--- config.mk ---
export PLATFORM = sky130hd
export DESIGN_NAME = dsa_scan_scheduler_flat
export DESIGN_NICKNAME = d
export VERILOG_FILES = /design/src/rtl/dsa_sched_pkg.sv /design/src/rtl/dsa_scan_scheduler_if.sv /design/src/rtl/dsa_raster_walker.sv /design/src/rtl/dsa_scan_scheduler.sv /design/src/flat_wrapper.sv
export SDC_FILE = /design/constraint.sdc
export NUM_CORES = 1
export LEC_CHECK = 0
export ABC_AREA = 0
export ABC_CLOCK_PERIOD_IN_PS = 5070
export CAP_MARGIN = 20
export CORE_MARGIN = 8
export CORE_UTILIZATION = 53
export CTS_CLUSTER_DIAMETER = 100
export DETAILED_ROUTE_END_ITERATION = 10
export GPL_TIMING_DRIVEN = 0
export HOLD_SLACK_MARGIN = 0.02
export PLACE_DENSITY = 0.79
export SYNTH_ARGS = -nofsm -noshare
export SYNTH_HDL_FRONTEND = slang
export SYNTH_SLANG_ARGS = --single-unit
--- constraint.sdc ---
create_clock -name clk -period 5.07 [get_ports clk]
set_clock_uncertainty 0.15 [all_clocks]
set_input_delay 1.014 -clock clk [delete_from_list [all_inputs] [get_ports clk]]
set_output_delay 1.014 -clock clk [all_outputs]
set_load 0.05 [all_outputs]
--- src/rtl/dsa_sched_pkg.sv ---
// Shared types and constants for the scan scheduler slice.
package dsa_sched_pkg;

  localparam int DIM_WIDTH_DEF = 16;
  localparam int SCALE_WIDTH   = 8;
  localparam int PROD_WIDTH    = 24;

  typedef enum logic [2:0] {
    S_IDLE,
    S_CHECK,
    S_ISSUE,
    S_WAIT,
    S_EMIT,
    S_DONE
  } sched_state_t;

endpackage

--- src/rtl/dsa_scan_scheduler_if.sv ---
// Fetch-unit request/response and downstream group handshake for the scan scheduler.
interface dsa_scan_scheduler_if #(
  parameter int SIMD_WIDTH = 4,
  parameter int DIM_WIDTH  = 16
);
  logic                  fetch_req_valid;
  logic [DIM_WIDTH-1:0]  fetch_base_x;
  logic [DIM_WIDTH-1:0]  fetch_base_y;
  logic                  fetch_busy;
  logic                  fetch_valid;

  logic                  out_valid;
  logic                  out_ready;
  logic [DIM_WIDTH-1:0]  out_x;
  logic [DIM_WIDTH-1:0]  out_y;
  logic [SIMD_WIDTH-1:0] out_lane_mask;
  logic                  out_last;

  modport master (
    output fetch_req_valid, fetch_base_x, fetch_base_y,
    input  fetch_busy, fetch_valid,
    output out_valid, out_x, out_y, out_lane_mask, out_last,
    input  out_ready
  );

  modport slave (
    input  fetch_req_valid, fetch_base_x, fetch_base_y,
    output fetch_busy, fetch_valid,
    input  out_valid, out_x, out_y, out_lane_mask, out_last,
    output out_ready
  );
endinterface

--- src/rtl/dsa_raster_walker.sv ---
// Destination raster position: x/y group counters with row wrap, lane mask and last-group flag.
module dsa_raster_walker #(
  parameter int SIMD_WIDTH = 4,
  parameter int DIM_WIDTH  = 16
) (
  input  logic                  clk,
  input  logic                  rst,
  input  logic                  clear,
  input  logic                  advance,
  input  logic [DIM_WIDTH-1:0]  dst_w,
  input  logic [DIM_WIDTH-1:0]  dst_h,
  output logic [DIM_WIDTH-1:0]  x,
  output logic [DIM_WIDTH-1:0]  y,
  output logic [SIMD_WIDTH-1:0] lane_mask,
  output logic                  last
);

  localparam logic [DIM_WIDTH:0] STEP = (DIM_WIDTH+1)'(SIMD_WIDTH);

  // One guard bit so x+SIMD_WIDTH near the top of the range cannot wrap.
  logic [DIM_WIDTH:0] x_ext;
  logic [DIM_WIDTH:0] w_ext;
  logic [DIM_WIDTH:0] x_step;
  logic               row_end;

  assign x_ext   = {1'b0, x};
  assign w_ext   = {1'b0, dst_w};
  assign x_step  = x_ext + STEP;
  assign row_end = (x_step >= w_ext);
  assign last    = row_end && (y == dst_h - DIM_WIDTH'(1));

  // NOTE: every variable written in always_comb gets a default first, so no path leaves it unassigned and no latch is inferred.
  always_comb begin
    lane_mask = '0;
    for (int i = 0; i < SIMD_WIDTH; i++) begin
      lane_mask[i] = ((x_ext + (DIM_WIDTH+1)'(i)) < w_ext);
    end
  end

  // NOTE: registers use non-blocking assignments so all of them sample pre-edge values.
  always_ff @(posedge clk or posedge rst) begin
    if (rst) begin
      x <= '0;
      y <= '0;
    end else if (clear) begin
      x <= '0;
      y <= '0;
    end else if (advance) begin
      if (row_end) begin
        x <= '0;
        y <= y + DIM_WIDTH'(1);
      end else begin
        x <= x_step[DIM_WIDTH-1:0];
      end
    end
  end

endmodule

--- src/rtl/dsa_scan_scheduler.sv ---
// Scan scheduler FSM: walks the upscaled raster in SIMD groups, drives fetch and hands groups downstream.
// Optional performance counters are built only when DSA_SCAN_PERF_EN is defined.
module dsa_scan_scheduler
  import dsa_sched_pkg::*;
#(
  parameter int SIMD_WIDTH = 4,
  parameter int DIM_WIDTH  = DIM_WIDTH_DEF
) (
  input  logic                   clk,
  input  logic                   rst,
  input  logic                   start,
  input  logic                   abort,
  input  logic [DIM_WIDTH-1:0]   src_width,
  input  logic [DIM_WIDTH-1:0]   src_height,
  input  logic [SCALE_WIDTH-1:0] scale_factor,
  output logic                   busy,
  output logic                   done,
  output logic                   err_cfg,
  output logic [31:0]            perf_active_cycles,
  output logic [31:0]            perf_stall_cycles,
  dsa_scan_scheduler_if.master   bus
);

  sched_state_t state, state_nx;

  logic [DIM_WIDTH-1:0]   src_w_q, src_h_q, dst_w_q, dst_h_q;
  logic [SCALE_WIDTH-1:0] scale_q;
  logic                   err_q, abort_pend_q;

  logic [PROD_WIDTH-1:0]  prod_w, prod_h;
  logic                   cfg_bad;

  logic [DIM_WIDTH-1:0]   walk_x, walk_y;
  logic [SIMD_WIDTH-1:0]  walk_mask;
  logic                   walk_last;
  logic                   advance;

  assign prod_w  = PROD_WIDTH'(src_w_q) * PROD_WIDTH'(scale_q);
  assign prod_h  = PROD_WIDTH'(src_h_q) * PROD_WIDTH'(scale_q);
  assign cfg_bad = (scale_q == '0) || (src_w_q == '0) || (src_h_q == '0) ||
                   (|prod_w[PROD_WIDTH-1:DIM_WIDTH]) || (|prod_h[PROD_WIDTH-1:DIM_WIDTH]);

  // Abort takes priority over a same-cycle acceptance, so an aborted group never transfers.
  assign advance = (state == S_EMIT) && bus.out_ready && !abort && !walk_last;

  dsa_raster_walker #(
    .SIMD_WIDTH (SIMD_WIDTH),
    .DIM_WIDTH  (DIM_WIDTH)
  ) u_walker (
    .clk       (clk),
    .rst       (rst),
    .clear     (state == S_CHECK),
    .advance   (advance),
    .dst_w     (dst_w_q),
    .dst_h     (dst_h_q),
    .x         (walk_x),
    .y         (walk_y),
    .lane_mask (walk_mask),
    .last      (walk_last)
  );

  always_ff @(posedge clk or posedge rst) begin
    if (rst) state <= S_IDLE;
    else     state <= state_nx;
  end

  always_comb begin
    state_nx            = state;
    busy                = (state != S_IDLE);
    done                = (state == S_DONE);
    err_cfg             = (state == S_DONE) && err_q;
    bus.fetch_req_valid = (state == S_ISSUE) && !bus.fetch_busy;
    bus.fetch_base_x    = walk_x;
    bus.fetch_base_y    = walk_y;
    bus.out_valid       = (state == S_EMIT);
    bus.out_x           = '0;
    bus.out_y           = '0;
    bus.out_lane_mask   = '0;
    bus.out_last        = 1'b0;
    if (state == S_EMIT) begin
      bus.out_x         = walk_x;
      bus.out_y         = walk_y;
      bus.out_lane_mask = walk_mask;
      bus.out_last      = walk_last;
    end

    unique case (state)
      S_IDLE:  if (start) state_nx = S_CHECK;
      S_CHECK: state_nx = (abort || cfg_bad) ? S_DONE : S_ISSUE;
      S_ISSUE: begin
        if (abort)                state_nx = S_DONE;
        else if (!bus.fetch_busy) state_nx = S_WAIT;
      end
      // The fetch unit cannot be cancelled, so an abort here waits for its completion.
      S_WAIT:  if (bus.fetch_valid) state_nx = (abort || abort_pend_q) ? S_DONE : S_EMIT;
      S_EMIT: begin
        if (abort)              state_nx = S_DONE;
        else if (bus.out_ready) state_nx = walk_last ? S_DONE : S_ISSUE;
      end
      S_DONE:  state_nx = S_IDLE;
      default: state_nx = S_IDLE;
    endcase
  end

  always_ff @(posedge clk or posedge rst) begin
    if (rst) begin
      src_w_q      <= '0;
      src_h_q      <= '0;
      scale_q      <= '0;
      dst_w_q      <= '0;
      dst_h_q      <= '0;
      err_q        <= 1'b0;
      abort_pend_q <= 1'b0;
    end else begin
      unique case (state)
        S_IDLE: if (start) begin
          src_w_q <= src_width;
          src_h_q <= src_height;
          scale_q <= scale_factor;
        end
        S_CHECK: begin
          err_q   <= cfg_bad;
          dst_w_q <= prod_w[DIM_WIDTH-1:0];
          dst_h_q <= prod_h[DIM_WIDTH-1:0];
        end
        S_WAIT: if (abort) abort_pend_q <= 1'b1;
        S_DONE: begin
          err_q        <= 1'b0;
          abort_pend_q <= 1'b0;
        end
        default: ;
      endcase
    end
  end

`ifdef DSA_SCAN_PERF_EN
  logic [31:0] active_q, stall_q;

  always_ff @(posedge clk or posedge rst) begin
    if (rst) begin
      active_q <= '0;
      stall_q  <= '0;
    end else if ((state == S_IDLE) && start) begin
      active_q <= '0;
      stall_q  <= '0;
    end else begin
      if ((state != S_IDLE) && (active_q != '1))
        active_q <= active_q + 32'd1;
      if ((state == S_EMIT) && !bus.out_ready && (stall_q != '1))
        stall_q <= stall_q + 32'd1;
    end
  end

  assign perf_active_cycles = active_q;
  assign perf_stall_cycles  = stall_q;
`else
  assign perf_active_cycles = '0;
  assign perf_stall_cycles  = '0;
`endif

endmodule

--- src/flat_wrapper.sv ---
// flat-port wrapper written by rule: the top's interface ports become plain ports
module dsa_scan_scheduler_flat import dsa_sched_pkg::*;
#(
  parameter int SIMD_WIDTH = 4,
  parameter int DIM_WIDTH  = DIM_WIDTH_DEF
)
  (clk, rst, start, abort, src_width, src_height, scale_factor, busy, done, err_cfg, perf_active_cycles, perf_stall_cycles, bus_fetch_req_valid, bus_fetch_base_x, bus_fetch_base_y, bus_fetch_busy, bus_fetch_valid, bus_out_valid, bus_out_x, bus_out_y, bus_out_lane_mask, bus_out_last, bus_out_ready);
  dsa_scan_scheduler_if #(.SIMD_WIDTH(SIMD_WIDTH), .DIM_WIDTH(DIM_WIDTH)) bus_i ();
  input  logic clk;
  input  logic rst;
  input  logic start;
  input  logic abort;
  input  logic [DIM_WIDTH-1:0] src_width;
  input  logic [DIM_WIDTH-1:0] src_height;
  input  logic [SCALE_WIDTH-1:0] scale_factor;
  output logic busy;
  output logic done;
  output logic err_cfg;
  output logic [31:0] perf_active_cycles;
  output logic [31:0] perf_stall_cycles;
  output wire logic [$bits(bus_i.fetch_req_valid)-1:0] bus_fetch_req_valid;
  output wire logic [$bits(bus_i.fetch_base_x)-1:0] bus_fetch_base_x;
  output wire logic [$bits(bus_i.fetch_base_y)-1:0] bus_fetch_base_y;
  input wire logic [$bits(bus_i.fetch_busy)-1:0] bus_fetch_busy;
  input wire logic [$bits(bus_i.fetch_valid)-1:0] bus_fetch_valid;
  output wire logic [$bits(bus_i.out_valid)-1:0] bus_out_valid;
  output wire logic [$bits(bus_i.out_x)-1:0] bus_out_x;
  output wire logic [$bits(bus_i.out_y)-1:0] bus_out_y;
  output wire logic [$bits(bus_i.out_lane_mask)-1:0] bus_out_lane_mask;
  output wire logic [$bits(bus_i.out_last)-1:0] bus_out_last;
  input wire logic [$bits(bus_i.out_ready)-1:0] bus_out_ready;
  assign bus_fetch_req_valid = bus_i.fetch_req_valid;
  assign bus_fetch_base_x = bus_i.fetch_base_x;
  assign bus_fetch_base_y = bus_i.fetch_base_y;
  assign bus_i.fetch_busy = bus_fetch_busy;
  assign bus_i.fetch_valid = bus_fetch_valid;
  assign bus_out_valid = bus_i.out_valid;
  assign bus_out_x = bus_i.out_x;
  assign bus_out_y = bus_i.out_y;
  assign bus_out_lane_mask = bus_i.out_lane_mask;
  assign bus_out_last = bus_i.out_last;
  assign bus_i.out_ready = bus_out_ready;
  dsa_scan_scheduler #(.SIMD_WIDTH(SIMD_WIDTH), .DIM_WIDTH(DIM_WIDTH)) u_core (.clk(clk), .rst(rst), .start(start), .abort(abort), .src_width(src_width), .src_height(src_height), .scale_factor(scale_factor), .busy(busy), .done(done), .err_cfg(err_cfg), .perf_active_cycles(perf_active_cycles), .perf_stall_cycles(perf_stall_cycles), .bus(bus_i));
endmodule
==> out/results.ini, run 1 <==
[cts]
htreeDepth=3
clkTransAtPathRegs_ps=100
worstSkewPairLatency_ps=390
cts_buffers=9
clock_sinks=107
cts_buffer_depth=2
clockRootBuffer=clkbuf_16
cts_tree=done
ctsHoldBuffers=0

[job]
cap_violations=0

[sta]
hold_viol=0
worst_slew_pin_slew_ps=742
max_slew_margin_pct=50.5
rsz0062_at_grt=yes
fin_crit_ps=5820
fmax_ghz=0.172
setup-violations-final=5
fin_crit_sh_pct=115
slew_violations=0
final.setup.worst_slack_ps=-749

[yosys]
synthTopCellsByCount=inv_1, and2_1, nand2_1
avgSynthCellArea_sq_um=8.58
synth-edff-count=0
ys_types=81
yosysSeqAreaShare_pct=16.7
ys_warn_count=0
ys.flop_type=dfrtp_1
yosys_register_bits=107
synth_top_area_cell=fa_1
netlist.area_leader.share_pct=21.0
synthesis.area_sq_um=16000
synth_top_cells_by_area=fa_1, dfrtp_1, ha_1
postSynthCellCount=1870
synth-async-reset-ratio_pct=100
synth.most_common_cell=inv_1

[drt]
wl_per_cell_microns=18.1
vias_per_cell=5.59
first_iter_violations=1044
postRouteAntennaNets=0
vias=14000
drtPass1Iterations=6
drt_drc_violations_left=0
routed_wl_microns=45300

[finish]
multi_input_area_sq_um=12500
ff_latch_area_sq_um=2690
fill_cells=2365
n_antenna_cell=0
syn2layout_area_growth_pct=23.2
final_nets=2466
final_layout_size_suffix_gt1_share_pct=17.4

[critical_path]
max_stage_delay_ps=650
slowest_stage=dfrtp_1
cp_max_fo=10
cp_common_cell=fa_1
path_buf_inv=7
cp_cell_sequence=clkbuf_1, and2_1, fa_1, fa_1, inv_2, fa_1, inv_1, ha_4, buf_8, buf_4, nand2_1, a31oi_2, nor2_2, a2111oi_4, nand4_1, nor4_1, nand4b_1, buf_6, nor4_4, buf_4, a211o_1
crit_family=adder cells
critPathRequiredTime_ps=5230
start_kind=flop
critical_path_arrival_ps=5980
crit_path_end_kind=flop
crit_type=reg -> reg

[placed_design]
portBuffers=116
hpwl_microns=34600
finalWeightedCongestion=0.952
post-place-ws_ps=-1560

[floorplan]
die_w_microns=190
core_sq_um=29700
die_h_microns=190
rows=63
start_util_pct=54.0
dieArea_sq_um=36100
io_pins=185

[grt]
track_usage_pct=25.3
grt_pass1_wl_microns=74300
grt_start_max_net_pins=68
gr-total-overflow=0
grt_pass1_vias=14900
antenna_found_initial=0

[run_status]
status=finished, violations left
violations=setup timing

[worst_hold_path]
hp-class=reg -> reg

[through the flow]
stage                     utilization, %  setup TNS, ps  hold slack [ps]  cells  area, sq um
after floorplan                        -           -361              299   1937        16600
after global placement              61.2         -56780              312   2443        18200
after detailed placement            61.3          -7490              320   2444        18200
after CTS                           65.1          -2470              337   2488        19300
after global routing                66.5          -4220              363   2502        19800
final                               66.5          -3030              332   2502        19800
[cell usage in the layout, fill, tap and decap left out, types with 7 or more instances in the layout]
master,n
a211oi_1,7
a21o_1,22
a21oi_1,42
a21oi_4,7
a22o_1,7
and2_1,203
and2_4,10
and3_1,9
buf_4,127
buf_6,11
clkbuf_1,51
clkbuf_16,12
clkbuf_8,15
clkdlybuf4s50_1,112
conb_1,68
dfrtp_1,97
dfrtp_2,10
fa_1,164
ha_1,120
ha_2,8
ha_4,16
inv_1,230
inv_2,8
mux2_2,43
nand2_1,164
nand2b_1,22
nand3_1,39
nand4_1,23
nor2_1,72
nor2b_1,8
nor3_1,16
nor4_1,17
o211ai_1,7
o21a_1,20
o21ai_0,57
o21ai_1,19
xnor2_1,27
xor2_1,36
[worst min-delay path, stage by stage, from the launching register on]
cell     delay [ps]
dfrtp_1         350
nand2_1          40
o21ai_0          60
[metal layers]
metal / global-route usage, % / vias to the layer above / wire (microns)
li1: - / 6454 / -
met1: 29.6 / 6779 / 17700
met2: 42.9 / 589 / 21800
met3: 5.60 / 167 / 3550
met4: 13.0 / 0 / 2250
met5: 0.412 / - / 0
[final cells by class]
class	instances	share of cell area (%)
Tap cell	390	2.47
Inverter	239	4.55
Timing Repair Buffer	184	8.87
Buffer	157	5.62
Clock inverter	7	0.475
Clock buffer	9	1.14
Sequential cell	107	13.6
Multi-Input combinational cell	1409	63.3
[logic make-up after synthesis]
group                    count (synthesis)  synth area share [%]
AND/OR/NAND/NOR                        637                  21.2
buffers and inverters                  421                  11.6
adder cells (fa/ha/maj)                312                  32.2
AO/OA/AOI/OAI                          283                  11.6
flip-flops                             107                  16.7
XOR/XNOR                                64                  3.49
multiplexers                            45                  3.14
other                                    1                0.0234
[sequential cells by signal, summed over array words and instances, names as in the netlist, 3 cells and up]
register           flops
u_core.scale_q         8
u_core.dst_h_q        16
u_core.u_walker.y     16
u_core.state           3
u_core.src_w_q        16
u_core.dst_w_q        16
u_core.src_h_q        16
u_core.u_walker.x     14
[final timing paths]
kind	startpoint	end	slack (ps)	cells after the start
worst max-delay path	u_core.scale_q[0]	u_core.state[1]	-750	21
worst min-delay path	u_core.dst_w_q[5]	u_core.dst_w_q[5]	330	2
worst max register to register	u_core.scale_q[0]	u_core.state[1]	-750	21
worst min register to register	u_core.dst_w_q[5]	u_core.dst_w_q[5]	330	2
max in group asynchronous	rst	u_core.u_walker.x[3]	3160	3
min in group asynchronous	rst	u_core.src_w_q[1]	870	2
[what timing repair did]
item / in CTS / in global routing
resized for setup: 121 / 74
pin swaps: 51 / 58
gates cloned: 1 / 0
buffers inserted: 46 / 20
setup endpoints to repair: 11 / 12
Power of run 1 is not shown: default switching activity piles up to over one toggle a cycle in this logic, so the estimate is an artifact.
==> run 2: changes to the inputs <==
--- a/config.mk
+++ b/config.mk
@@ -15,6 +15,7 @@
 export GPL_TIMING_DRIVEN = 0
 export HOLD_SLACK_MARGIN = 0.02
 export PLACE_DENSITY = 0.79
+export SLEW_MARGIN = 30
 export SYNTH_ARGS = -nofsm -noshare
 export SYNTH_HDL_FRONTEND = slang
 export SYNTH_SLANG_ARGS = --single-unit
==> out/results.ini, run 2 (synthesized netlist as in run 1, its figures left out) <==
[placed_design]
hpwl_microns=34600
finalWeightedCongestion=0.952
dp.cells=2444
portBuffers=116
place_area_sq_um=18200

[cts]
cts_tree=done
cts_buffer_depth=2
clockRootBuffer=clkbuf_16
clock_sinks=107
ctsHoldBuffers=0
htreeDepth=3
clkTransAtPathRegs_ps=100
worstSkewPairLatency_ps=390
cts_buffers=9

[finish]
n_antenna_cell=0
final_cell_mix=inv_1, and2_1, fa_1
final_layout_size_suffix_gt1_share_pct=16.6
syn2layout_area_growth_pct=22.3
fin_cells=2493
final_common_cell=inv_1
fill_cells=2397
design_area_sq_um=19600
final_nets=2457

[sta]
final.setup.worst_slack_ps=-811
fin_crit_ps=5880
slew_violations=0
rsz0062_at_grt=yes
fin_crit_sh_pct=116
fmax_ghz=0.170
worst_slew_pin_slew_ps=736
max_slew_margin_pct=51.0
setup-violations-final=5
hold_viol=0

[floorplan]
start_util_pct=54.0
dieArea_sq_um=36100
die_h_microns=190
core_sq_um=29700
rows=63
die_w_microns=190
io_pins=185

[grt]
grt_start_max_net_pins=68
grt_pass1_wl_microns=74200
gr-total-overflow=0
antenna_found_initial=0
grt_pass1_vias=14800
track_usage_pct=25.3

[critical_path]
critPathRequiredTime_ps=5170
cp_max_fo=5
crit_type=reg -> reg
start_kind=flop
critical_path_arrival_ps=5980
crit_path_end_kind=flop

[drt]
drtPass1Iterations=5
vias=13900
wl_per_cell_microns=18.1
first_iter_violations=832
drt_drc_violations_left=0
routed_wl_microns=45100
wl_met2_microns=21700
vias_per_cell=5.59
drt-met1-wl_microns=17400
highest_layer=met4
route.met3.wl_microns=3660
postRouteAntennaNets=0

[run_status]
status=finished, violations left
violations=setup timing

[worst_hold_path]
hp-class=reg -> reg

[job]
cap_violations=0

-- run 2: final timing paths --
kind                                         to  slack (ps)  depth (start not counted)                from
max                                u_core.err_q        -810                         22   u_core.scale_q[4]
min                          u_core.dst_w_q[14]         330                          2  u_core.dst_w_q[14]
max reg2reg                        u_core.err_q        -810                         22   u_core.scale_q[4]
min reg2reg                  u_core.dst_w_q[14]         330                          2  u_core.dst_w_q[14]
max in group asynchronous  u_core.u_walker.x[2]        3250                          3                 rst
min in group asynchronous     u_core.src_w_q[1]         850                          2                 rst
-- run 2: what timing repair did --
item                                    CTS  global route
endpoints found under the setup margin   14            16
resized for setup                       120            52
pin swaps                                53             9
gates cloned                              2             0
endpoints found under the hold margin     0             0
setup buffers                            42            14
-- run 2: critical path: stages (launching register included) --
cell and delay [ps]:
dfrtp_2 480, clkbuf_16 190, buf_6 120, and2_4 150
fa_1 480, inv_2 40, fa_1 490, inv_1 50
fa_1 490, inv_2 40, fa_2 530, inv_2 50
ha_4 150, a21o_1 170, a211oi_2 320, a211oi_2 150
o41ai_2 410, o2111ai_2 220, nor4_1 300, nand4b_1 200
buf_4 190, nor4_4 270, a211oi_2 120
-- run 2: area by class of cell --
cell class | count | area, sq um | share of cell area (%)
Sequential cell | 107 | 2700 | 13.7
Multi-Input combinational cell | 1409 | 12400 | 63.0
Clock inverter | 7 | 93.8 | 0.478
Buffer | 157 | 1170 | 5.95
Timing Repair Buffer | 175 | 1680 | 8.59
Tap cell | 390 | 488 | 2.49
Clock buffer | 9 | 225 | 1.15
Inverter | 239 | 902 | 4.60
-- run 2: per-stage QoR --
step / hold WS, ps / TNS, ps / utilization, % / worst slack, ps
after floorplan: 299 / -361 / - / -104
after global placement: 312 / -56780 / 61.2 / -1500
after detailed placement: 321 / -7480 / 61.4 / -1560
after CTS: 338 / -3230 / 65.3 / -661
after global routing: 370 / -4370 / 66.0 / -982
final: 332 / -3330 / 66.0 / -811
-- run 2: per-layer routing --
layer  track usage [%]  vias to the layer above
li1                  -                     6448
met1              29.4                     6689
met2              42.9                      623
met3              6.11                      185
met4              12.9                        0
met5                 0                        -
Power of run 2 is left out for the same reason.
==> run 3: changes to the inputs <==
--- a/config.mk
+++ b/config.mk
@@ -10,6 +10,7 @@
 export CAP_MARGIN = 20
 export CORE_MARGIN = 8
 export CORE_UTILIZATION = 53
+export CTS_BUF_LIST = sky130_fd_sc_hd__clkbuf_16
 export CTS_CLUSTER_DIAMETER = 100
 export DETAILED_ROUTE_END_ITERATION = 10
 export GPL_TIMING_DRIVEN = 0
==> results of run 3 <==
Same layout as run 2: the final DEF is identical, and so are final timing and power.
Power of run 3 is left out for the same reason.
